<file path="src/rtl/apb_chk_pkg.sv">
// Shared types and constants for the APB protocol checker.
package apb_chk_pkg;

  // Transfer phase as seen on the previous pclock edge
  typedef enum logic [1:0] {
    IDLE   = 2'd0,
    SETUP  = 2'd1,
    ACCESS = 2'd2
  } state_t;

  localparam int NUM_ERR = 5;

  localparam int E_SEL_MULTI       = 0;
  localparam int E_ENABLE_NO_SETUP = 1;
  localparam int E_UNSTABLE        = 2;
  localparam int E_ENABLE_MISSING  = 3;
  localparam int E_TIMEOUT         = 4;

  // Index of the lowest set error bit; used when several errors hit on one edge
  function automatic logic [2:0] lowest_err(input logic [NUM_ERR-1:0] errs);
    logic [2:0] code;
    code = 3'd0;
    for (int i = NUM_ERR - 1; i >= 0; i--) begin
      if (errs[i]) code = 3'(i);
    end
    return code;
  endfunction

endpackage

</file>
<file path="src/rtl/apb_chk_sat_cnt.sv">
// Saturating up-counter with synchronous clear, used for transfer statistics.
module apb_chk_sat_cnt
  import apb_chk_pkg::*;
#(
  parameter int WIDTH = 16
) (
  input  logic             pclock,
  input  logic             preset,
  input  logic             inc,
  input  logic             clr,
  output logic [WIDTH-1:0] cnt
);

  // Clear takes effect before a same-edge increment, so that event is still counted
  always_ff @(posedge pclock or negedge preset) begin
    if (!preset) begin
      cnt <= '0;
    end else if (clr) begin
      cnt <= inc ? WIDTH'(1) : '0;
    end else if (inc && (cnt != {WIDTH{1'b1}})) begin
      cnt <= cnt + WIDTH'(1);
    end
  end

endmodule

</file>
<file path="config.mk">
export PLATFORM = sky130hd
export DESIGN_NAME = apb_chk_sat_cnt
export DESIGN_NICKNAME = d
export VERILOG_FILES = /design/src/rtl/apb_chk_pkg.sv /design/src/rtl/apb_chk_sat_cnt.sv
export SDC_FILE = /design/constraint.sdc
export NUM_CORES = 1
export LEC_CHECK = 0
export ABC_AREA = 1
export ABC_CLOCK_PERIOD_IN_PS = 1900
export BUFFER_PORTS_ARGS = -buffer_cell sky130_fd_sc_hd__buf_2
export CAP_MARGIN = 40
export CORE_ASPECT_RATIO = 0.7
export CORE_MARGIN = 2
export CORE_UTILIZATION = 45
export CTS_CLUSTER_SIZE = 14
export DETAILED_ROUTE_END_ITERATION = 10
export HOLD_SLACK_MARGIN = 0.03
export PLACE_DENSITY = 0.77
export SYNTH_ARGS = -nofsm -noshare
export SYNTH_HDL_FRONTEND = slang
export SYNTH_SLANG_ARGS = --single-unit
export TNS_END_PERCENT = 20
</file>
<file path="constraint.sdc">
create_clock -name pclock -period 1.9 [get_ports pclock]
set_input_delay 0.285 -clock pclock [delete_from_list [all_inputs] [get_ports pclock]]
set_output_delay 0.285 -clock pclock [all_outputs]
set_load 0.01 [all_outputs]
</file>
==> impl_results.md, run 1 <==
- GPL Wtd Cong: 0.850
- Vias: 1,027
- FILL cells: 237
- Hold Vio Cnt, Final: 0
- First drt pass iteration count: 4
- Final Util: 55.7%
- Largest regs: cnt (16)
- EDFF count, synth: 0
- Register area share after synthesis: 39.2%
- Status: finished clean
- CTS Buffer Depth: 2
- Cell taking the most area after synthesis: dfrtp_1
- Cell seen most often among critical-path stages: nand2_1
- CTS Sinks: 16
- Area fraction in compound gates after synthesis: under 10%
- Starting Density: 47.4%
- Largest net degree at the start of global routing: 17
- Top reg by flops: cnt
- Antenna violations before repair: 0
- Worst-path clk slew: approximately 0.11 ns
- Detail Route Antenna Nets: 0
- Worst Hold Class: primary input to register
- PortBufs: 19
- Crit-path max cell delay: 0.43 ns
- Worst vdd ir: 0.368 mV
- Initial DRC Count: 40
- Remaining Overflow, GRT: 0
- DRT Wirelength: ~2400 um
- Clk_skew: between 0.009 and 0.01 ns
- Top cells by count, synth: nand2_1 (52), nor2_1 (21), dfrtp_1 (16)
- Final Net Count: roughly 180
- Pins over their slew limit: 0
- Number of global-route vias before repair: 934
- Critical Path AT: 1.91 ns
- Crit start category: register
- Synthesized flop and latch total: 16
- Worst-skew pair later-pin latency: 0.30 ns
- Max_slew headroom: around three quarters
- CP Cell Sequence: ha_1, nand2_1, nor2_4, nand2_2, nor2_2, o21ai_2, inv_4, nand2_1, nand2_1
- FF/Latch Area: 400 um^2
- Worst hold slack: 0.254 ns
- Layout cell share with drive strength beyond 1: 18.7%
- Synthesis warning total: 0
- Tcrit/Tclk final: between 80% and 90%
- Fin worst setup slack: 0.230 ns
- Mapped Cells: between 100 and 150
- Worst Tran Pin Value: 0.386 ns
- Max_cap viols: 0
- Minimum clock period: 1.67 ns
- Adder-Cell Fraction of Synth Area: 1.23%
- Die area: 2670 um^2
- Num CTS Buffers: 3
- # rows: 14
- RSZ-0062 raised after global routing: no
- Final setup fails: 0
- Layout area overhead: 17.5%
- H-tree levels: 1
- Worst Path Max Fanout: 11
- Pwr Density: 554 nW/um^2
- TritonCTS clock tree: built
- Global-route wire length before repair: between 4000 and 5000 um
- Clock Tree Root: clkbuf_4
- Critical path type: register to register
- Via density per instance: a little over 5
- Area share of the largest cell type after synthesis: 39.2%
- Global-route usage over all layers: 20.8%
- Synth Area in XOR/XNOR: 2.57%
- Max Freq: 599 MHz
- Syn_nets: 154
- Post-route DRC: 0
- CP endpoint kind: register
- Dpl ws: -0.0425 ns
- CP max-delay cell: dfrtp_1
- Largest register FFs: 16
- Antenna cells: 0
- Leak pwr: 0.000595 uW
- Wire per inst: 12.0 um
- Height of the chip: ~44 um
- Count leader, synth: nand2_1
- Die X-Extent: 60.9 um
- Asr flop ratio synth: 100%
- Simple-gate portion of the synthesized area: between 40% and 50%
- Synth top area cells: dfrtp_1 (39%), nand2_1 (19%), nor2_1 (7.7%)
- Mapped cell area: 1020 um^2
- Critical Path RT: around 2.1 ns
- I/O pin cnt: 20
- DP Wirelength: about 1800 um
- Synth unique cells: 24
- Top_reg_cell synth: dfrtp_1
- Largest family of logic cells by synthesized area: simple AND/OR/NAND/NOR gates
- Post-synthesis mux area share: 0%
- Core Area: 2150 um^2
- Post-CTS setup buffer count: 0
- Area of the multi-input gates: 556 um^2
- Synth Area per Inst: 6.85 um^2
-- logic make-up (layout without fill, tap and decap cells) --
family / after synthesis / after routing
DFF: 16 / 16
xor gates and xnor gates: 3 / 3
buffers and inverters: 17 / 39
AOI/OAI and AO/OA: 12 / 12
adders and majority gates: 1 / 1
and+or+nand+nor: 100 / 100
-- layer usage --
layer / track usage, % / vias to the layer above / wire (um)
met4: 6.52 / 0 / 13
met5: 0 / - / 0
met2: 32.0 / 28 / 1110
li1: - / 520 / -
met3: 5.67 / 3 / 152
met1: 28.6 / 476 / 1150
-- critical path, delay by kind of cell (launching register included) --
kind	cells	cell delay, ns
and+or+nand+nor	6	0.69
DFF	1	0.43
buffers and inverters	1	0.15
AOI/OAI and AO/OA	1	0.13
adders and majority gates	1	0.20
-- layout by cell type (no fill, tap or decap) --
cell type and instances:
nand4_1 6, o21bai_1 3, dfrtp_1 16, inv_1 12
nor2_2 1, ha_1 1, nand2_1 52, clkinv_1 1
o21ai_1 1, xnor2_1 3, a21oi_1 4, o21ai_0 2
dlygate4sd3_1 1, a21boi_1 1, nor3_1 1, o21ai_2 1
buf_4 1, nor2_1 20, nand3b_1 1, clkbuf_8 1
clkbuf_4 3, nand3_1 14, inv_4 1, nor2_4 3
nand2_2 2, buf_2 19
-- where the power goes --
group | internal [uW] | total, uW | switching [uW]
Sequential | 348 | 358 | 10.6
Clock | 117 | 239 | 122
Combinational | 23.2 | 67.3 | 44.0
-- timing repair --
item	4_1_cts	5_1_grt
resized for setup	1	2
endpoints found under the hold margin	16	0
hold buffers	1	0
endpoints found under the setup margin	11	2
-- per-stage QoR --
step / total power (uW) / instance area, um^2 / setup TNS, ns / cells
after global placement: 426 / 1140 / 0 / 198
after CTS: 669 / 1190 / 0 / 203
final: 664 / 1200 / 0 / 203
after floorplan: 401 / 1020 / 0 / 149
after global routing: 698 / 1200 / 0 / 203
after detailed placement: 429 / 1140 / -0.166 / 198
-- cell type report --
cell class	instances	area share [%]
inverters	14	4.59
clock buffers	4	3.02
well taps	32	3.34
flip-flops and latches	16	33.4
repair buffers	21	9.38
multi-input cells	116	46.3
-- path summary, 6_finish.rpt --
path	start	end	slack [ns]	cells past startpoint
setup / recovery	cnt[1]	cnt[10]	0.23	9
hold / removal	clr	cnt[4]	0.25	4
setup reg to reg	cnt[1]	cnt[10]	0.23	9
hold reg to reg	cnt[9]	cnt[9]	0.56	2
max in group asynchronous	preset	cnt[7]	1.20	2
min in group asynchronous	preset	cnt[0]	0.42	2
Note: power is estimated with default switching activity, not from simulation.
==> run 2, diff against run 1 <==
- ABC_AREA: 1 -> not set
- PLACE_DENSITY: 0.77 -> 0.78
==> impl_results.md, run 2 <==
- Status: finished clean
- Count leader, synth: dfrtp_1
- Critical Path AT: 1.97 ns
- Worst-path clk slew: 0.09 ns
- Syn_nets: 107
- # rows: 13
- Power Total: 582 uW
- Synth top area cells: dfrtp_1 (42%), nor2_1 (4.7%), mux2_2 (3.5%)
- Largest register FFs: 16
- Layout cell share with drive strength beyond 1: 28.2%
- Mapped cell area: 960 um^2
- H-tree levels: 1
- Dpl ws: 0.159 ns
- FILL cells: 183
- Critical Path RT: around 2.1 ns
- Wire per inst: 15.3 um
- Leak pwr: 0.000487 uW
- Max_cap viols: 0
- Register area share after synthesis: 41.7%
- Worst vdd ir: 0.269 mV
- Synthesized flop and latch total: 16
- Final Util: between 50% and 60%
- Cell taking the most area after synthesis: dfrtp_1
- Post-route DRC: 0
- Pwr Density: slightly above 500 nW/um^2
- Mapped Cells: 102
- Worst Hold Class: primary input to register
- Crit-path max cell delay: 0.56 ns
- Max_slew headroom: a little over 60%
- Antenna cells: 0
- Vias: 890
- Area of the multi-input gates: 515 um^2
- RR Startpoint: cnt[9]
- Critical path type: register to register
- Number of global-route vias before repair: 815
- Worst-skew pair later-pin latency: 0.29 ns
- Setup crit end: cnt[1]
- Via density per instance: 6.10
- Global-route wire length before repair: 3730 um
- Initial DRC Count: 48
- Area share of the largest cell type after synthesis: 41.7%
- Remaining Overflow, GRT: 0
- Pins over their slew limit: 0
- RR Endpoint: cnt[1]
- Top reg by flops: cnt
- CP delay by family, top: simple AND/OR/NAND/NOR gates
- Detail Route Antenna Nets: 0
- Num CTS Buffers: 3
- I/O pin cnt: 20
- Worst Tran Pin Value: 0.582 ns
- Minimum clock period: 1.76 ns
- Critical Path Source: cnt[9]
- Largest regs: cnt (16)
- Core Area: 1940 um^2
- CP max-delay cell: nor4_2
- Worst Path Buf+Inv: 1
- Crit path depth: 5
- Top cells by count, synth: dfrtp_1 (16), nor2_1 (12), a21oi_1 (6)
- Fin worst setup slack: 0.135 ns
- Tcrit/Tclk final: 92.9%
- CP Cell Sequence: nand4_4, buf_4, nor4_2, o21ai_0, a21oi_1
- CTS Sinks: 16
- Crit start category: register
- DRT Wirelength: 2230 um
- Top_reg_cell synth: dfrtp_1
- Final Net Count: 131
- Starting Density: between 40% and 50%
- CTS Buffer Depth: 2
- Max Freq: 567 MHz
- CP endpoint kind: register
- Synth Area per Inst: 9.41 um^2
- Hold Vio Cnt, Final: 0
- Global-route usage over all layers: 19.6%
- First drt pass iteration count: 5
- Commonest non-fill, non-tap cells in the layout: buf_2 (19), dfrtp_1 (16), nor2_1 (12)
- Die area: 2520 um^2
- DP Wirelength: 1610 um
- Synthesis warning total: 0
- Clk_skew: 0.00719 ns
- Clock Tree Root: clkbuf_4
- TritonCTS clock tree: built
- Die X-Extent: 59.2 um
- Largest net degree at the start of global routing: 22
- PortBufs: 19
- Layout area overhead: 16.7%
- RSZ-0062 raised after global routing: no
- Antenna violations before repair: 0
- Fin Setup TNS: 0 ns
- R2R cell count: 5
- Final setup fails: 0
- R2R setup slack: 0.14 ns
- Synth unique cells: 39
- GPL Wtd Cong: around 0.9
- Asr flop ratio synth: 100%
- Height of the chip: 42.6 um
- FF/Latch Area: 400 um^2
- Worst Path Max Fanout: 6
- EDFF count, synth: 0
- Commonest non-fill, non-tap cell in the layout: buf_2
run 2: changes by cell type after synthesis, sizes merged, moves of 4 or more:
cell	change
nand2	-49
nor2	-12
inv	-8
nand3	-8
mux2	+4
nor3	+4
nor4	+4
run 2: worst min-delay path: stages:
cell      delay (ns)
buf_2           0.15
nand3b_1        0.09
a21oi_1         0.06
run 2: timing repair:
action | in CTS | in global routing
gates resized for setup | 0 | 0
setup buffers | 0 | 0
hold buffers | 1 | 0
endpoints found under the hold margin | 16 | 0
run 2: cell type report:
| cell class | count | share of cell area [%] |
|---|---|---|
| clock buffers | 3 | 2.01 |
| well taps | 22 | 2.46 |
| repair buffers | 24 | 12.1 |
| flip-flops and latches | 16 | 35.8 |
| multi-input cells | 76 | 46.0 |
| inverters | 5 | 1.68 |
run 2: layer usage:
metal,vias to the layer above,track usage (%),share of wire (%)
li1,434,-,-
met1,422,27.8,49
met2,31,30.1,44
met3,3,5.56,6.2
met4,0,2.73,0.22
met5,-,0,0
run 2: how the worst min path moves through the flow:
stage	start	end	slack (ns)	cells past startpoint
floorplan	preset	cnt[0]	-0.01	0
global placement	preset	cnt[1]	0.23	1
detailed placement	preset	cnt[1]	0.23	1
CTS	inc	cnt[1]	0.33	3
global route	inc	cnt[1]	0.33	3
finish	inc	cnt[1]	0.34	3
run 2: metrics by stage:
stage | cell area [um^2] | cells | hold slack [ns]
6_report | 1120 | 146 | 0.340
5_1_grt | 1120 | 146 | 0.332
4_1_cts | 1120 | 146 | 0.326
3_5_place_dp | 1090 | 142 | 0.225
3_3_place_gp | 1090 | 142 | 0.226
2_1_floorplan | 960 | 102 | -0.0106
run 2: kinds of logic (layout without fill, tap and decap cells):
family,Yosys count,after routing,share of synthesized area [%]
adder cells (fa/ha/maj),1,1,1.30
AND/OR/NAND/NOR,50,50,31.8
flip-flops,16,16,41.7
buffers and inverters,10,32,4.56
AO/OA/AOI/OAI,20,20,14.9
multiplexers,5,5,5.74
run 2: report_power, final:
group	switching, uW	internal [uW]	total [uW]
Clock	102	73.7	176
Sequential	8.39	346	354
Combinational	34.0	17.9	51.9
Total	144	437	582
==> run 3, diff against run 2 <==
--- a/config.mk
+++ b/config.mk
@@ -16,3 +16,3 @@
 export HOLD_SLACK_MARGIN = 0.03
-export PLACE_DENSITY = 0.78
+export PLACE_DENSITY = 0.75
 export SYNTH_ARGS = -nofsm -noshare
==> constraint.sdc (replaced) <==
create_clock -name pclock -period 1.9 [get_ports pclock]
set_input_delay 0.095 -clock pclock [delete_from_list [all_inputs] [get_ports pclock]]
set_output_delay 0.095 -clock pclock [all_outputs]
set_load 0.02 [all_outputs]
==> impl_results.md, run 3 (same netlist as run 2, synthesis figures left out) <==
- Clock Tree Root: clkbuf_4
- RR Startpoint: cnt[1]
- Worst Path Max Fanout: 5
- I/O pin cnt: 20
- Die X-Extent: 59.2 um
- Commonest non-fill, non-tap cells in the layout: buf_2 (19), dfrtp_1 (15), nor2_1 (12)
- Max_slew headroom: 63.7%
- Commonest non-fill, non-tap cell in the layout: buf_2
- Die area: 2520 um^2
- Power Total: 642 uW
- WHS Path Cells: 3
- CTS Sinks: 16
- Fin worst setup slack: around 0.15 ns
- DRT Wirelength: 2250 um
- Height of the chip: ~43 um
- Vias: 896
- Num CTS Buffers: 3
- Antenna cells: 0
- Critical path type: register to register
- R2R cell count: 5
- Worst-path clk slew: 0.09 ns
- # rows: 13
- Worst Tran Pin Value: 0.539 ns
- Max_cap viols: 0
- GPL Wtd Cong: 0.852
- Starting Density: between 40% and 50%
- Final Net Count: ~130
- Post-route DRC: 0
- Fin Setup TNS: 0 ns
- Via density per instance: about 6
- Top reg by flops: cnt
- Worst-skew pair later-pin latency: 0.29 ns
- Detail Route Antenna Nets: 0
- FILL cells: 177
- Remaining Overflow, GRT: 0
- Leak pwr: just under 0.0005 uW
- Clock power frac: 36.0%
- Antenna violations before repair: 0
- Crit start category: register
- Final setup fails: 0
- Initial DRC Count: 30
- Area of the multi-input gates: 518 um^2
- Pins over their slew limit: 0
- Combinational fraction of design power: 8.7%
- Layout area overhead: 18.5%
- Worst vdd ir: 0.398 mV
- H-tree levels: 1
- PortBufs: 19
- Wire per inst: roughly 15 um
- TritonCTS clock tree: built
- DP Wirelength: 1630 um
- Pwr Density: 565 nW/um^2
- Psw: 161 uW
- Post-CTS sizing: 0
- Layout Cells excl Fill: between 100 and 150
- Largest register FFs: 16
- First drt pass iteration count: 4
- Hold Vio Cnt, Final: 0
- Clk_skew: just over 0.008 ns
- Seq pwr share: 55.3%
- Minimum clock period: 1.75 ns
- CP endpoint kind: register
- Critical Path AT: 1.93 ns
- Worst Hold Class: primary input to register
- FF/Latch Area: ~400 um^2
- RSZ-0062 raised after global routing: no
- Worst Hold End: cnt[1]
- Hold Path Origin: inc
- RR Endpoint: cnt[6]
- Global-route usage over all layers: 19.0%
- Critical Path RT: 2.08 ns
- Dpl ws: 0.176 ns
- R2R setup slack: 0.15 ns
- Largest regs: cnt (16)
- Layout cell share with drive strength beyond 1: 30.4%
- Tcrit/Tclk final: 92.1%
- CTS Buffer Depth: 2
- Int Pwr: about 480 uW
- Max Freq: ~570 MHz
- Status: finished clean
- Placed insts: 142
- Final Util: 58.8%
- Largest net degree at the start of global routing: 22
- Core Area: just under 2000 um^2
- Sw Share: 25.0%
- Global-route wire length before repair: 3550 um
- Number of global-route vias before repair: 748
==> run 3: cell count changes in the layout (fill, tap and decap cells not counted) <==
| cell | delta |
|---|---|
| dfrtp_2 | +1 |
| ha_1 | -1 |
| dfrtp_1 | -1 |
| ha_2 | +1 |
| clkbuf_8 | +1 |
==> run 3: critical path, stage by stage, from the launching register on <==
cell	delay [ns]
dfrtp_1	0.41
ha_2	0.20
inv_1	0.06
or4_1	0.54
nand3_1	0.11
mux2_1	0.31
==> run 3: worst max path at each step <==
stage | endpoint | depth (start not counted) | from | slack, ns
global route | cnt[0] | 5 | cnt[9] | 0.08
detailed placement | cnt[6] | 5 | cnt[1] | 0.18
global placement | cnt[6] | 5 | cnt[0] | 0.22
floorplan | cnt[6] | 5 | cnt[1] | 0.02
CTS | cnt[6] | 5 | cnt[1] | 0.15
finish | cnt[6] | 5 | cnt[1] | 0.15
==> run 3: area by class of cell <==
type	instances	area share (%)
Tap cell	22	2.42
Multi-Input combinational cell	76	45.5
Inverter	5	1.65
Clock buffer	4	3.19
Timing Repair Buffer	24	11.9
Sequential cell	16	35.3
==> run 3: stage by stage <==
stage | hold slack (ns) | area, um^2
after floorplan | -0.201 | 963
after global placement | 0.0386 | 1090
after detailed placement | 0.0405 | 1090
after CTS | 0.121 | 1140
after global routing | 0.134 | 1140
final | 0.134 | 1140
==> run 3: repair_timing <==
action | 4_1_cts | 5_1_grt
hold buffers | 1 | 0
hold endpoints to repair | 16 | 0
setup buffers | 0 | 0
==> run 3: layer usage <==
layer	global-route usage (%)	wire, um	vias up	share of wire [%]
li1	-	-	435	-
met1	26.2	1090	431	48
met2	27.9	1020	26	45
met3	6.48	118	4	5.2
met4	5.45	28	0	1.2
met5	0	0	-	0
==> run 3: power groups by stage <==
stage          clock (uW)  sequential (uW)  combinational [uW]
2_1_floorplan           0              367                26.2
3_3_place_gp            0              360                54.2
3_5_place_dp            0              362                54.8
4_1_cts               242              355                56.4
5_1_grt               252              356                60.9
6_report              231              355                56.1
